### src/rtl/io_port_bank.sv
// io_port_bank: memory-mapped bank of N_PORTS I/O ports on the data-memory bus.
// Each port has an output latch (DATA_OUT), a per-bit direction register (DIR),
// a synchronised input view (DATA_IN) and a sticky rising-edge capture (EDGE, W1C).
// Optional feature macro: IO_PORT_BANK_IRQ_EN adds IRQ_MASK and the out_irq output.
module io_port_bank #(
    parameter int                N_PORTS     = 4,
    parameter int                PORT_W      = 4,
    parameter int                ADDR_W      = 10,
    parameter logic [ADDR_W-1:0] BASE_ADDR   = 10'h3E0,
    parameter int                SYNC_STAGES = 2
) (
    input  logic                        clk,
    input  logic                        rst,
    input  logic [ADDR_W-1:0]           in_addr,
    input  logic                        in_write_en,
    input  logic                        in_read_en,
    input  logic [7:0]                  in_data,
    output logic [7:0]                  out_data,
    output logic                        out_data_valid,
    input  logic [N_PORTS*PORT_W-1:0]   in_port,
    output logic [N_PORTS*PORT_W-1:0]   out_port,
    output logic [N_PORTS*PORT_W-1:0]   out_port_oe
`ifdef IO_PORT_BANK_IRQ_EN
    ,
    output logic                        out_irq
`endif
);

    localparam int PINS_W = N_PORTS * PORT_W;
`ifdef IO_PORT_BANK_IRQ_EN
    localparam int N_REGS = 4 * N_PORTS + 1;
`else
    localparam int N_REGS = 4 * N_PORTS;
`endif
    localparam int ARM_MAX = SYNC_STAGES + 1;

    logic [N_PORTS-1:0][PORT_W-1:0]      data_out_q;
    logic [N_PORTS-1:0][PORT_W-1:0]      dir_q;
    logic [N_PORTS-1:0][PORT_W-1:0]      edge_q;
    logic [N_PORTS-1:0][PORT_W-1:0]      din_view;
    logic [N_PORTS-1:0][PORT_W-1:0]      rise;
    logic [N_PORTS-1:0][PORT_W-1:0]      edge_clr;
    logic [SYNC_STAGES-1:0][PINS_W-1:0]  sync_q;
    logic [PINS_W-1:0]                   prev_q;
    logic [2:0]                          arm_cnt;
    logic                                armed;
    logic [ADDR_W-1:0]                   rel;
    logic                                hit;
    logic [N_PORTS-1:0]                  sel_dout;
    logic [N_PORTS-1:0]                  sel_dir;
    logic [N_PORTS-1:0]                  sel_edge;
    logic [7:0]                          rd_val;
    logic [PORT_W-1:0]                   wr_val;
    logic                                unused_in_data;
`ifdef IO_PORT_BANK_IRQ_EN
    logic [N_PORTS-1:0]                  irq_mask_q;
    logic                                sel_mask;
    logic                                irq_any;
`endif

    // Data bits above PORT_W never reach a register; fold them here so they are consumed.
    assign unused_in_data = ^in_data;
    assign wr_val         = in_data[PORT_W-1:0];
    assign din_view       = sync_q[SYNC_STAGES-1];
    assign rise           = din_view & ~prev_q;
    assign armed          = (arm_cnt == 3'(ARM_MAX));
    assign out_port       = data_out_q;
    assign out_port_oe    = dir_q;

    // Address decode, per-register selects, read mux and W1C masks.
    always_comb begin
        rel      = in_addr - BASE_ADDR;
        hit      = (in_addr >= BASE_ADDR) && (rel < ADDR_W'(N_REGS));
        sel_dout = '0;
        sel_dir  = '0;
        sel_edge = '0;
        rd_val   = '0;
        edge_clr = '0;
`ifdef IO_PORT_BANK_IRQ_EN
        sel_mask = 1'b0;
        irq_any  = 1'b0;
`endif
        for (int i = 0; i < N_PORTS; i++) begin
            if (hit && (rel[ADDR_W-1:2] == (ADDR_W-2)'(i))) begin
                case (rel[1:0])
                    2'd0: begin sel_dout[i] = 1'b1; rd_val = 8'(data_out_q[i]); end
                    2'd1: begin sel_dir[i]  = 1'b1; rd_val = 8'(dir_q[i]);      end
                    2'd2: begin                     rd_val = 8'(din_view[i]);   end
                    default: begin sel_edge[i] = 1'b1; rd_val = 8'(edge_q[i]);  end
                endcase
            end
            if (in_write_en && sel_edge[i]) begin
                edge_clr[i] = wr_val;
            end
        end
`ifdef IO_PORT_BANK_IRQ_EN
        if (hit && (rel == ADDR_W'(4 * N_PORTS))) begin
            sel_mask = 1'b1;
            rd_val   = 8'(irq_mask_q);
        end
        for (int i = 0; i < N_PORTS; i++) begin
            irq_any = irq_any | ((|edge_q[i]) & irq_mask_q[i]);
        end
`endif
    end

    // Pin synchroniser, previous-value flop for edge detect, and post-reset arm counter.
    always_ff @(posedge clk or posedge rst) begin
        if (rst) begin
            sync_q  <= '0;
            prev_q  <= '0;
            arm_cnt <= '0;
        end else begin
            sync_q[0] <= in_port;
            for (int k = 1; k < SYNC_STAGES; k++) begin
                sync_q[k] <= sync_q[k-1];
            end
            prev_q <= sync_q[SYNC_STAGES-1];
            if (!armed) begin
                arm_cnt <= arm_cnt + 3'd1;
            end
        end
    end

    // Port registers; a capture on the same bit as a W1C wins because it is OR-ed in last.
    always_ff @(posedge clk or posedge rst) begin
        if (rst) begin
            data_out_q <= '0;
            dir_q      <= '0;
            edge_q     <= '0;
        end else begin
            for (int i = 0; i < N_PORTS; i++) begin
                if (in_write_en && sel_dout[i]) begin
                    data_out_q[i] <= wr_val;
                end
                if (in_write_en && sel_dir[i]) begin
                    dir_q[i] <= wr_val;
                end
                edge_q[i] <= (edge_q[i] & ~edge_clr[i]) | (rise[i] & {PORT_W{armed}});
            end
        end
    end

    // Registered load result: one-cycle valid pulse, data forced to 0 otherwise.
    always_ff @(posedge clk or posedge rst) begin
        if (rst) begin
            out_data       <= '0;
            out_data_valid <= 1'b0;
        end else begin
            out_data_valid <= in_read_en && hit;
            out_data       <= (in_read_en && hit) ? rd_val : 8'h00;
        end
    end

`ifdef IO_PORT_BANK_IRQ_EN
    // Interrupt mask register and registered interrupt output.
    always_ff @(posedge clk or posedge rst) begin
        if (rst) begin
            irq_mask_q <= '0;
            out_irq    <= 1'b0;
        end else begin
            if (in_write_en && sel_mask) begin
                irq_mask_q <= in_data[N_PORTS-1:0];
            end
            out_irq <= irq_any;
        end
    end
`endif

endmodule
### config.mk
export PLATFORM = sky130hd
export DESIGN_NAME = io_port_bank
export DESIGN_NICKNAME = d
export VERILOG_FILES = /design/src/rtl/io_port_bank.sv
export SDC_FILE = /design/constraint.sdc
export NUM_CORES = 1
export LEC_CHECK = 0
export BUFFER_PORTS_ARGS = -buffer_cell sky130_fd_sc_hd__buf_2
export CAP_MARGIN = 20
export CORE_ASPECT_RATIO = 2
export CORE_MARGIN = 10
export CORE_UTILIZATION = 54
export CTS_BUF_LIST = sky130_fd_sc_hd__clkbuf_4 sky130_fd_sc_hd__clkbuf_8 sky130_fd_sc_hd__clkbuf_16
export DETAILED_ROUTE_END_ITERATION = 10
export PLACE_DENSITY = 0.83
export SETUP_SLACK_MARGIN = 0.05
export SYNTH_ARGS = -nofsm -noshare
export SYNTH_HDL_FRONTEND = slang
export SYNTH_SLANG_ARGS = --single-unit
export TNS_END_PERCENT = 1
### constraint.sdc
create_clock -name clk -period 8 [get_ports clk]
set_input_delay 0.4 -clock clk [delete_from_list [all_inputs] [get_ports clk]]
set_output_delay 0.4 -clock clk [all_outputs]
set_load 0.005 [all_outputs]
==> impl_metrics.yaml <==
status:
  outcome: "finished clean"
clocking:
  clk_pin_slew_ns: 0.06
  cts_root_buffer: "clkbuf_16"
  cts_resized: 0
  insertion_delay_ns: 0.34
  cts_tree: "yes"
  clk_path_buf_depth: 2
  cts_inserted_buffers: 9
  htreeDepth: 3
  postCtsHoldBufs: 0
  cts.sinks: 104
  post_cts_buffers: 0
finish:
  fill_cells: 575
  area_growth_pct: 16.6
  drive_gt1_share_pct: 37.2
  diodes: 0
  final_net_count: 412
  seq_area_um2: 2600
  multi_input_area_um2: 1440
sta:
  finalSetupTns_ns: 0
  setup_violations: 0
  clock.fmax_ghz: 0.483
  slew_headroom_pct: 37.3
  period_share_pct: 25.9
  worstMarginPinSlew_ns: 0.940
  layout_min_cycle_time_ns: 2.07
  hold_ws_ns: 0.112
  finalHoldViolCount: 0
  fin_skew_ns: 0.00587
  rsz0062_at_grt: "false"
  maxSlewViolCount: 0
min_path:
  worstHoldPathType: "in -> async"
placement:
  gp_congestion: 0.861
  dpl.hpwl_um: 6710
  port_buffers: 70
routing:
  routed_wl_um: 9200
  drcViolationCount: 0
  vias: 2661
  ant_nets: 0
  wl_per_cell_um: 19.6
  drt_iter0_drc: 202
  first_pass_iters: 4
  avgViaCountPerCell: 5.66
setup_path:
  endpoint_kind: "flip-flop"
  cp_max_fo: 30
  cp-start-kind: "input pin"
  worstPathRequired_ns: 8.22
  crit_type: "in -> reg"
  arrival_ns: 2.29
  ff2ff_setup_slack_ns: 6.23
grt:
  grt.total_usage_pct: 16.3
  grt_max_degree: 60
  overflow: 0
  grt_pass1_vias: 2922
  grt_pass1_wl_um: 14700
  antenna_found_initial: 0
logic_synthesis:
  synth_largest_area_cell: "dfrtp_1"
  netlist.area_leader.share_pct: 61.6
  syn-instance-count: 305
  syn_avg_cell_area_um2: 13.9
  ys_seq_area_share_pct: 61.6
  syn_area_um2: 4230
  ys_ff_latch: 104
  ys_types: 35
  synth_warnings: 0
  synth.top_cells.by_area: "dfrtp_1, mux2_2, mux4_2, o22ai_1, mux2i_1"
floorplan:
  die_w_um: 82.6
  pin_count: 79
  core_area_um2: 7600
  start_util_pct: 55.6
  die-area_um2: 12000
  row_count: 45
  die_y_um: 145
power:
  switching_power_w: 0.000223
  p_sw_share_pct: 21.1
  p_per_area_nw_per_um2: 215
  clockPowerShare_pct: 43.2
  total_power_w: 0.00106
  p_int_w: 0.000836
  ir_drop_uv: 178
  power.leakage_nw: 2.51
  seq_power_share_pct: 51.5
  power_frac_comb_pct: 5.3
flow_run:
  timing.max_cap.violations: 0
-- placed cells by master, fill, tap and decap left out, types with 3 or more instances in the layout --
master,synthesis,final
dfrtp_1,104,104
buf_2,4,70
mux2_2,33,33
o22ai_1,24,24
inv_1,23,22
nand2_1,19,19
a21o_1,16,16
mux2i_1,14,14
mux4_2,9,9
clkbuf_16,0,9
o21ai_0,5,5
a31oi_1,4,4
conb_1,1,4
and4b_1,3,3
a221oi_1,3,3
ha_1,3,3
clkinv_2,0,3
-- critical path: stages --
cell and delay [ns]:
buf_2 0.70, mux4_2 0.63, o21ba_2 0.21, a31oi_1 0.22
o22ai_1 0.12
-- power by group through the flow --
stage	registers (W)	logic, W	clock network (W)
after floorplan	0.000552	0.0000397	0
after detailed placement	0.000555	0.0000567	0
after global placement	0.000553	0.0000545	0
after CTS	0.000545	0.0000573	0.000465
final	0.000545	0.0000565	0.000458
after global routing	0.000546	0.0000627	0.000486
-- synthesized netlist by cell type (all sizes together) --
cell	instances
buf	11
a31oi	4
nand2	21
o21ai	5
xnor2	1
nor4b	1
o21ba	1
and3	2
ha	3
nor3	1
clkbuf	8
inv	23
or4	1
mux2i	14
or3	2
nand2b	2
nand4	2
nor4	2
nand4b	1
nand3	2
a221oi	3
and4b	3
nor3b	1
or2	1
conb	1
a21o	16
o22ai	24
nor2b	1
nor2	2
mux2	33
mux4	9
dfrtp	104
-- stage by stage --
step,cell area (um^2),utilization [%],instances,worst slack [ns]
2_1_floorplan,4240,-,308,4.87
3_3_place_gp,4610,60.6,454,5.57
3_5_place_dp,4610,60.6,454,5.51
4_1_cts,4920,64.8,470,5.90
5_1_grt,4920,64.8,470,5.83
6_report,4920,64.8,470,5.93
-- state kept, by name, summed over array words and instances, names as in the netlist --
name and cells:
edge_q 16, sync_q 16, out_data_valid 1, out_port_oe 16, out_port 16, prev_q 16, out_data 4, din_view 16
arm_cnt 3
-- area by class of cell --
type | instances | area share, %
Multi-Input combinational cell | 162 | 29.3
Sequential cell | 104 | 52.8
Clock inverter | 6 | 1.70
Timing Repair Buffer | 71 | 7.27
Inverter | 23 | 1.80
Tap cell | 94 | 2.39
Clock buffer | 10 | 4.73
-- layer usage --
layer	track usage [%]	up-vias	wire, um
met5	0	-	0
met2	28.3	86	5060
li1	-	1209	-
met3	4.64	23	639
met1	16.8	1343	3200
met4	8.08	0	302
-- path summary, 6_finish.rpt --
kind / start / to / cells past startpoint
max: in_addr[0] / out_data[1] / 5
min: rst / din_view[7] / 2
max reg2reg: arm_cnt[0] / arm_cnt[1] / 3
min reg2reg: sync_q[9] / din_view[9] / 0
max in group asynchronous: rst / din_view[13] / 3
min in group clk: in_port[3] / sync_q[3] / 1
-- kinds of logic (layout without fill, tap and decap cells) --
group,count (synthesis),after routing,synth area share [%]
flops,104,104,61.6
mux,56,56,16.9
compound gates,53,53,8.44
simple gates,45,45,7.31
buf+inv,42,110,4.56
fa+ha+maj,3,3,0.888
other cells,1,4,0.0888
xor+xnor,1,1,0.207
No activity file was read; power rests on OpenSTA's default activity.
